**config.mk**
```make
export PLATFORM = sky130hd
export DESIGN_NAME = oam_dma
export DESIGN_NICKNAME = d
export VERILOG_FILES = /design/src/rtl/ppu_pkg.sv /design/src/rtl/oam_dma.sv
export SDC_FILE = /design/constraint.sdc
export NUM_CORES = 1
export LEC_CHECK = 0
export BUFFER_PORTS_ARGS = -buffer_cell sky130_fd_sc_hd__buf_4
export CAP_MARGIN = 10
export CORE_ASPECT_RATIO = 1.2
export CORE_MARGIN = 3
export CORE_UTILIZATION = 34
export CTS_CLUSTER_DIAMETER = 40
export DETAILED_ROUTE_END_ITERATION = 10
export HOLD_SLACK_MARGIN = 0.05
export SLEW_MARGIN = 40
export SYNTH_ARGS = -nofsm -noshare
export SYNTH_HDL_FRONTEND = slang
export SYNTH_SLANG_ARGS = --single-unit
```
**constraint.sdc**
```tcl
create_clock -name clk -period 1.6 [get_ports clk]
set_input_delay 0.32 -clock clk [delete_from_list [all_inputs] [get_ports clk]]
set_output_delay 0.32 -clock clk [all_outputs]
set_load 0.005 [all_outputs]
```
**src/rtl/ppu_pkg.sv**
```systemverilog
// Shared PPU-side definitions: register indices, the $4014 trigger address
// and the sprite-DMA state encoding.
package ppu_pkg;

    localparam logic [2:0] PPUCTRL   = 3'd0;
    localparam logic [2:0] PPUMASK   = 3'd1;
    localparam logic [2:0] PPUSTATUS = 3'd2;
    localparam logic [2:0] OAMADDR   = 3'd3;
    localparam logic [2:0] OAMDATA   = 3'd4;
    localparam logic [2:0] PPUSCROLL = 3'd5;
    localparam logic [2:0] PPUADDR   = 3'd6;
    localparam logic [2:0] PPUDATA   = 3'd7;

    localparam logic [15:0] OAM_DMA_ADDR = 16'h4014;

    typedef enum logic [2:0] {
        S_IDLE,
        S_HALT,
        S_READ,
        S_WAIT,
        S_STROBE_LO,
        S_STROBE_HI,
        S_DONE
    } dma_state_e;

endpackage

```
**src/rtl/oam_dma.sv**
```systemverilog
// Sprite DMA: a $4014 write stalls the CPU and copies page $PP00-$PPFF into
// OAMDATA, one chip-select strobe per byte. All outputs are registered.
module oam_dma
    import ppu_pkg::*;
#(
    parameter logic [15:0] DMA_ADDR       = OAM_DMA_ADDR,
    parameter int          CS_LOW_CYCLES  = 2,
    parameter int          CS_HIGH_CYCLES = 2
) (
    input  logic        clk,
    input  logic        reset,
    input  logic        cpu_wr,
    input  logic [15:0] cpu_addr,
    input  logic [7:0]  cpu_wdata,
    output logic        cpu_rdy,
    output logic        dma_busy,
    output logic        mem_rd,
    output logic [15:0] mem_addr,
    input  logic [7:0]  mem_rdata,
    output logic        ppu_cs_n,
    output logic        ppu_we,
    output logic [2:0]  ppu_reg_addr,
    output logic [7:0]  ppu_wdata
);

    localparam int CNT_MAX = (CS_LOW_CYCLES > CS_HIGH_CYCLES) ? CS_LOW_CYCLES : CS_HIGH_CYCLES;
    localparam int CW      = (CNT_MAX > 1) ? $clog2(CNT_MAX) : 1;
    localparam logic [CW-1:0] LO_LOAD = CW'(CS_LOW_CYCLES - 1);
    localparam logic [CW-1:0] HI_LOAD = CW'(CS_HIGH_CYCLES - 1);

    dma_state_e    state_q, state_d;
    logic [7:0]    page_q, page_d;
    logic [7:0]    idx_q, idx_d;
    logic [CW-1:0] cnt_q, cnt_d;

    logic          cpu_rdy_q, cpu_rdy_d;
    logic          dma_busy_q, dma_busy_d;
    logic          mem_rd_q, mem_rd_d;
    logic [15:0]   mem_addr_q, mem_addr_d;
    logic          ppu_cs_n_q, ppu_cs_n_d;
    logic          ppu_we_q, ppu_we_d;
    logic [2:0]    ppu_reg_addr_q, ppu_reg_addr_d;
    logic [7:0]    ppu_wdata_q, ppu_wdata_d;

    always_comb begin
        state_d = state_q;
        page_d  = page_q;
        idx_d   = idx_q;
        cnt_d   = cnt_q;
        case (state_q)
            S_IDLE: begin
                if (cpu_wr && cpu_addr == DMA_ADDR) begin
                    page_d  = cpu_wdata;
                    idx_d   = 8'd0;
                    state_d = S_HALT;
                end
            end
            S_HALT: state_d = S_READ;
            S_READ: state_d = S_WAIT;
            S_WAIT: begin
                state_d = S_STROBE_LO;
                cnt_d   = LO_LOAD;
            end
            S_STROBE_LO: begin
                if (cnt_q == '0) begin
                    state_d = S_STROBE_HI;
                    cnt_d   = HI_LOAD;
                end else begin
                    cnt_d = cnt_q - 1'b1;
                end
            end
            S_STROBE_HI: begin
                if (cnt_q != '0) begin
                    cnt_d = cnt_q - 1'b1;
                end else if (idx_q == 8'hFF) begin
                    state_d = S_DONE;
                end else begin
                    idx_d   = idx_q + 8'd1;
                    state_d = S_READ;
                end
            end
            S_DONE:  state_d = S_IDLE;
            default: state_d = S_IDLE;
        endcase
    end

    // Outputs are decoded from the next state so they line up with it.
    always_comb begin
        cpu_rdy_d      = (state_d == S_IDLE);
        dma_busy_d     = (state_d != S_IDLE);
        mem_rd_d       = (state_d == S_READ);
        mem_addr_d     = (state_d == S_READ) ? {page_d, idx_d} : mem_addr_q;
        ppu_cs_n_d     = (state_d != S_STROBE_LO);
        ppu_we_d       = (state_d == S_STROBE_LO);
        ppu_reg_addr_d = ppu_reg_addr_q;
        if (state_d == S_STROBE_LO) begin
            ppu_reg_addr_d = OAMDATA;
        end else if (state_d == S_IDLE) begin
            ppu_reg_addr_d = 3'd0;
        end
        ppu_wdata_d    = (state_q == S_WAIT) ? mem_rdata : ppu_wdata_q;
    end

    always_ff @(posedge clk or posedge reset) begin
        if (reset) begin
            state_q        <= S_IDLE;
            page_q         <= 8'd0;
            idx_q          <= 8'd0;
            cnt_q          <= '0;
            cpu_rdy_q      <= 1'b1;
            dma_busy_q     <= 1'b0;
            mem_rd_q       <= 1'b0;
            mem_addr_q     <= 16'd0;
            ppu_cs_n_q     <= 1'b1;
            ppu_we_q       <= 1'b0;
            ppu_reg_addr_q <= 3'd0;
            ppu_wdata_q    <= 8'd0;
        end else begin
            state_q        <= state_d;
            page_q         <= page_d;
            idx_q          <= idx_d;
            cnt_q          <= cnt_d;
            cpu_rdy_q      <= cpu_rdy_d;
            dma_busy_q     <= dma_busy_d;
            mem_rd_q       <= mem_rd_d;
            mem_addr_q     <= mem_addr_d;
            ppu_cs_n_q     <= ppu_cs_n_d;
            ppu_we_q       <= ppu_we_d;
            ppu_reg_addr_q <= ppu_reg_addr_d;
            ppu_wdata_q    <= ppu_wdata_d;
        end
    end

    assign cpu_rdy      = cpu_rdy_q;
    assign dma_busy     = dma_busy_q;
    assign mem_rd       = mem_rd_q;
    assign mem_addr     = mem_addr_q;
    assign ppu_cs_n     = ppu_cs_n_q;
    assign ppu_we       = ppu_we_q;
    assign ppu_reg_addr = ppu_reg_addr_q;
    assign ppu_wdata    = ppu_wdata_q;

endmodule

```
Yosys cells after proc, flatten, opt, wreduce, memory -nomap -nowiden
Index checks and enable logic that the tools add are counted.

Register bits after elaboration: 52. Input port bits: 35. Output and inout bits: 32. Word-level logic and storage cells: 46.

$add $sub $neg: 2. Equality and inequality tests: 10. Multiplexer cells: 16. Reductions and logical operators: 6.

Operator list (count): two-way mux 8 bit (5); two-way mux 3 bit (6); one-hot mux 3 bit (6 select lines) (1); equality test 16 x 15 -> 1 bit, second input constant (1); one-hot mux 8 bit (2 select lines) (1); equality test 3 x 2 -> 1 bit, second input constant (3); equality test 3 bit, second input constant (3); adder 8 x 1 -> 8 bit, second input constant (1); equality test 8 bit, second input constant (1); zero test 3 bit (2); nonzero test 3 bit (2); equality test 3 x 1 -> 1 bit, second input constant (1); inequality test 3 bit, second input constant (1); one-hot mux 1 bit (3 select lines) (1); two-way mux 1 bit (2); nonzero test 2 bit (1); logical AND 1 bit (1); subtractor 1 bit, second input constant (1).

Depth between registers and ports, before layout
Word-level depth: 7. Mapped depth: 8. Mapped depth without buffers: 6.

Least setup slack after synthesis
OpenSTA, ideal clock, no wires.

Path kind: register to register. From: reg idx_q[0]. To: reg mem_addr_q[11] (netlist: mem_addr[11]). Library setup time: 0.125 ns. Data arrival time: 1.635 ns. Data required time: 1.475 ns. Slack: -0.160 ns. Stages on the path, launching flop included: 7. Buffers on the path: 1. Clock period less this slack: 1.760 ns. Cells stage by stage: dfrtp_1 -> ha_1 -> nand4_2 -> o21bai_1 -> a21oi_2 -> buf_6 -> mux2_4.

Longest elaborated chain between the ends: 5.

Ends and longest elaborated chain: from (decl) (RTL line oam_dma.sv:33) `logic [7:0] idx_q, idx_d;`; from (signal assigned) (RTL line oam_dma.sv:121) `idx_q <= idx_d;`; equality test 8 bit (RTL line oam_dma.sv:75) `end else if (idx_q == 8'hFF) begin`; two-way mux 3 bit (RTL line oam_dma.sv:75); two-way mux 3 bit (RTL line oam_dma.sv:73) `if (cnt_q != '0) begin`; one-hot mux 3 bit (6 select lines) (RTL line oam_dma.sv:50) `case (state_q)`; equality test 3 x 2 -> 1 bit (RTL line oam_dma.sv:92) `mem_addr_d = (state_d == S_READ) ? {page_d, idx_d} : mem_addr_q;`; to (signal assigned) (RTL line oam_dma.sv:126) `mem_addr_q <= mem_addr_d;`; to (decl) (RTL line oam_dma.sv:39) `logic [15:0] mem_addr_q, mem_addr_d;`.

Every way passes these cells. A chain may end at the register's enable or synchronous reset.

Worst setup path after layout
From: reg state_q[1]. To: reg mem_addr_q[9] (netlist: mem_addr[9]).

Longest elaborated chain between the ends: 3. Elaborated cells between the ends (all ways): 12. Classes of those cells: eq/ne (6); mux (5); reduce/logical (1).

Ends and longest elaborated chain: from (decl) (RTL line oam_dma.sv:31) `dma_state_e state_q, state_d;`; from (signal assigned) (RTL line oam_dma.sv:119) `state_q <= state_d;`; equality test 3 bit (tied with other cells) (RTL line oam_dma.sv:50); one-hot mux 3 bit (6 select lines) (RTL line oam_dma.sv:50); equality test 3 x 2 -> 1 bit (RTL line oam_dma.sv:92).

Parallel ways exist; a longest one is shown, timed or not.

==> metrics.txt <==
async set-reset flop share out of synthesis=100%; Req. time, crit path=around 1.8 ns; crit share post-route=101%; share of cells above drive strength 1=52.7%; Crit path max-delay family=flip-flops; highest-count cells in the layout ignoring fill and taps=buf_4 (89), dfrtp_1 (46), nand2_1 (34); Crit-path slowest cell=dfrtp_1; # setup viols final=3; H-tree depth reported by CTS=2; initial core utilization=between 30% and 40%; Worst Path Buf+Inv=2; synthesized area per cell=11.4 µm²; FF-to-FF Start=state_q[1]; area leader, netlist=dfrtp_1; Seq/Total Area, Yosys=approximately 55%; Yosys top cell area share=53.2%; Root Driver=clkbuf_8; Reg2Reg Depth=5; MaxCap Viol Count=0; detail-routed via count per cell=4.61; Synth-to-Final Area Change=48.3%; port bufs=64; Iter 0 DRT Violations=26; mapped cell area=2260 µm²; cts bufs inserted=5; ant diodes=0; DIE WIDTH=80.4 µm; I/O Pins=67; CTS tree=done; worst flop-to-flop path endpoint=mem_addr[9]; Final Hold Viols=0; Cell Pwr Density=~1500 nW/µm²; Hold-fix buffers, CTS=0; total track usage=13.0%; WS Path Type=reg -> reg; Post-DRT Antenna Nets=0; global-route wire length before repair=~7900 µm; RD Place Congestion=0.762; # nets final=329; Die H=95.3 µm; final worst slack=-0.00829 ns; top post-synthesis cells by area=dfrtp_1 (53%), nand2_1 (5.8%), mux2_2 (5.0%); CTS sink cnt=50; commonest non-fill, non-tap cell in the layout=buf_4; FP Rows=31; drt total wl=4800 µm; FF-to-FF setup slack=-0.008 ns; CTS max path bufs=2; cells along the critical path=buf_4 -> nand2b_1 -> a21oi_4 -> clkbuf_16 -> mux2_4; DR DRC count=0; final number of max-transition violations=0; clock latency at the later pin of the worst-skew pair=0.30 ns; die footprint=about 7700 µm²; post-route minimum period=1.61 ns; Yosys reg bits=50; VDD IR max=~780 µV; Primary FF master, synth=dfrtp_1; crit start category=register; HP Class=in -> async; status=finished with violations; CP max FO=8; Placement Cell Area=3000 µm²; Yosys warnings=0; violated checks=setup timing; clock skew=0.00360 ns; Worst setup EP type=register; worst endpoint data arrival time=1.80 ns; GR Overflow Total=0; RSZ-0062 raised after global routing=yes; Leak=~1.6 nW; Core Region=about 6200 µm²; Clock Pin Slew Worst Setup and Hold Paths=0.09 ns; wire per inst=about 13 µm; Mapped Cells=199; largest net degree at the start of global routing=51; post-synthesis cell type count=47; Final Util=53.7%; Vias=1734; Post-synth EDFFs=0; initial antenna violation count=0; design area=3350 µm²; Hold WS=a little over 0.07 ns; Post-DP HPWL=between 3000 and 4000 µm; Fmax=622 MHz; vias in the first global route=around 1800; slowest stage delay, CP=0.42 ns; drt pass-1 iters=4
flip-flops by register name (all words and copies together) (netlist names), 3 cells and up:
register and cells:
idx_q 8, mem_addr 16, page_q 8, ppu_wdata 8, state_q 3
routing by layer:
metal,GRT usage (%),vias to the layer above,part of all wire (%)
met5,0,-,0
met4,3.38,0,1.1
met3,3.59,5,5.3
met2,22.3,45,50
met1,16.2,821,43
li1,-,863,-
what timing repair did:
action,in CTS,in global routing
endpoints found under the hold margin,0,0
gates resized for setup,6,25
setup buffers,1,7
pin swaps,1,8
cloned,0,2
endpoints found under the setup margin,5,35
cell usage after synthesis (2+ instances only):
master and instances:
xnor2_1 2, nand3_2 2, xor2_1 3, buf_4 3, nand3b_1 2, nand3_1 6
nand4_2 2, buf_6 4, dfrtp_1 48, nor4_1 2, o21bai_1 3, dfstp_2 2
mux2i_1 4, a21oi_1 8, nand2_1 35, buf_2 4, inv_1 6, o21ai_2 3
o21ai_0 4, mux2_2 10, or3_1 2, nand2b_1 4, nor4b_1 2, mux2_4 5
nor2_1 11
how the worst max path moves through the flow:
| stage | end | depth (start not counted) | startpoint | slack [ns] |
|---|---|---|---|---|
| floorplan | mem_addr[11] | 6 | idx_q[1] | -0.02 |
| global placement | ppu_reg_addr[2] | 7 | cpu_addr[0] | -0.12 |
| detailed placement | ppu_reg_addr[2] | 7 | cpu_addr[0] | -0.16 |
| CTS | ppu_reg_addr[2] | 6 | state_q[0] | -0.002 |
| global route | ppu_reg_addr[2] | 6 | state_q[0] | -0.16 |
| finish | mem_addr[9] | 5 | state_q[1] | -0.008 |
stage by stage:
stage / std cells / worst slack (ns) / TNS [ns] / power, mW
after CTS: 367 / -0.00237 / -0.00237 / 4.67
final: 376 / -0.00829 / -0.0179 / 4.95
after floorplan: 200 / -0.0223 / -0.118 / 2.88
after global routing: 376 / -0.161 / -2.11 / 5.30
after detailed placement: 358 / -0.157 / -1.45 / 3.73
after global placement: 358 / -0.118 / -0.893 / 3.70
logic make-up (layout without fill, tap and decap cells):
group / count (synthesis) / in the layout / synth area share [%]
other: 1 / 2 / 0.166
xor gates and xnor gates: 5 / 5 / 1.94
and+or+nand+nor: 76 / 76 / 18.1
muxes: 20 / 20 / 10.6
buffers and inverters: 19 / 113 / 5.26
DFF: 50 / 50 / 55.5
AOI/OAI and AO/OA: 27 / 27 / 7.97
adders and majority gates: 1 / 1 / 0.554
power breakdown:
part,internal [mW],switching (mW),leakage (nW)
logic,1.27,0.894,0.949
registers,1.64,0.271,0.595
clock network,0.466,0.405,0.0514
worst register-to-register path, delay by kind of cell (launching register included):
kind | cells | cell delay, ns
muxes | 1 | 0.30
buffers and inverters | 2 | 0.37
AOI/OAI and AO/OA | 1 | 0.21
DFF | 1 | 0.42
and+or+nand+nor | 1 | 0.20
layout make-up:
type / instances / area (µm²)
Timing Repair Buffer: 98 / 823
Clock inverter: 2 / 37.5
Fill cell: 550 / 2890
Multi-Input combinational cell: 131 / 1030
Tap cell: 82 / 103
Inverter: 7 / 30.0
Clock buffer: 6 / 72.6
Sequential cell: 50 / 1260
No activity file was read; power rests on OpenSTA's default activity.
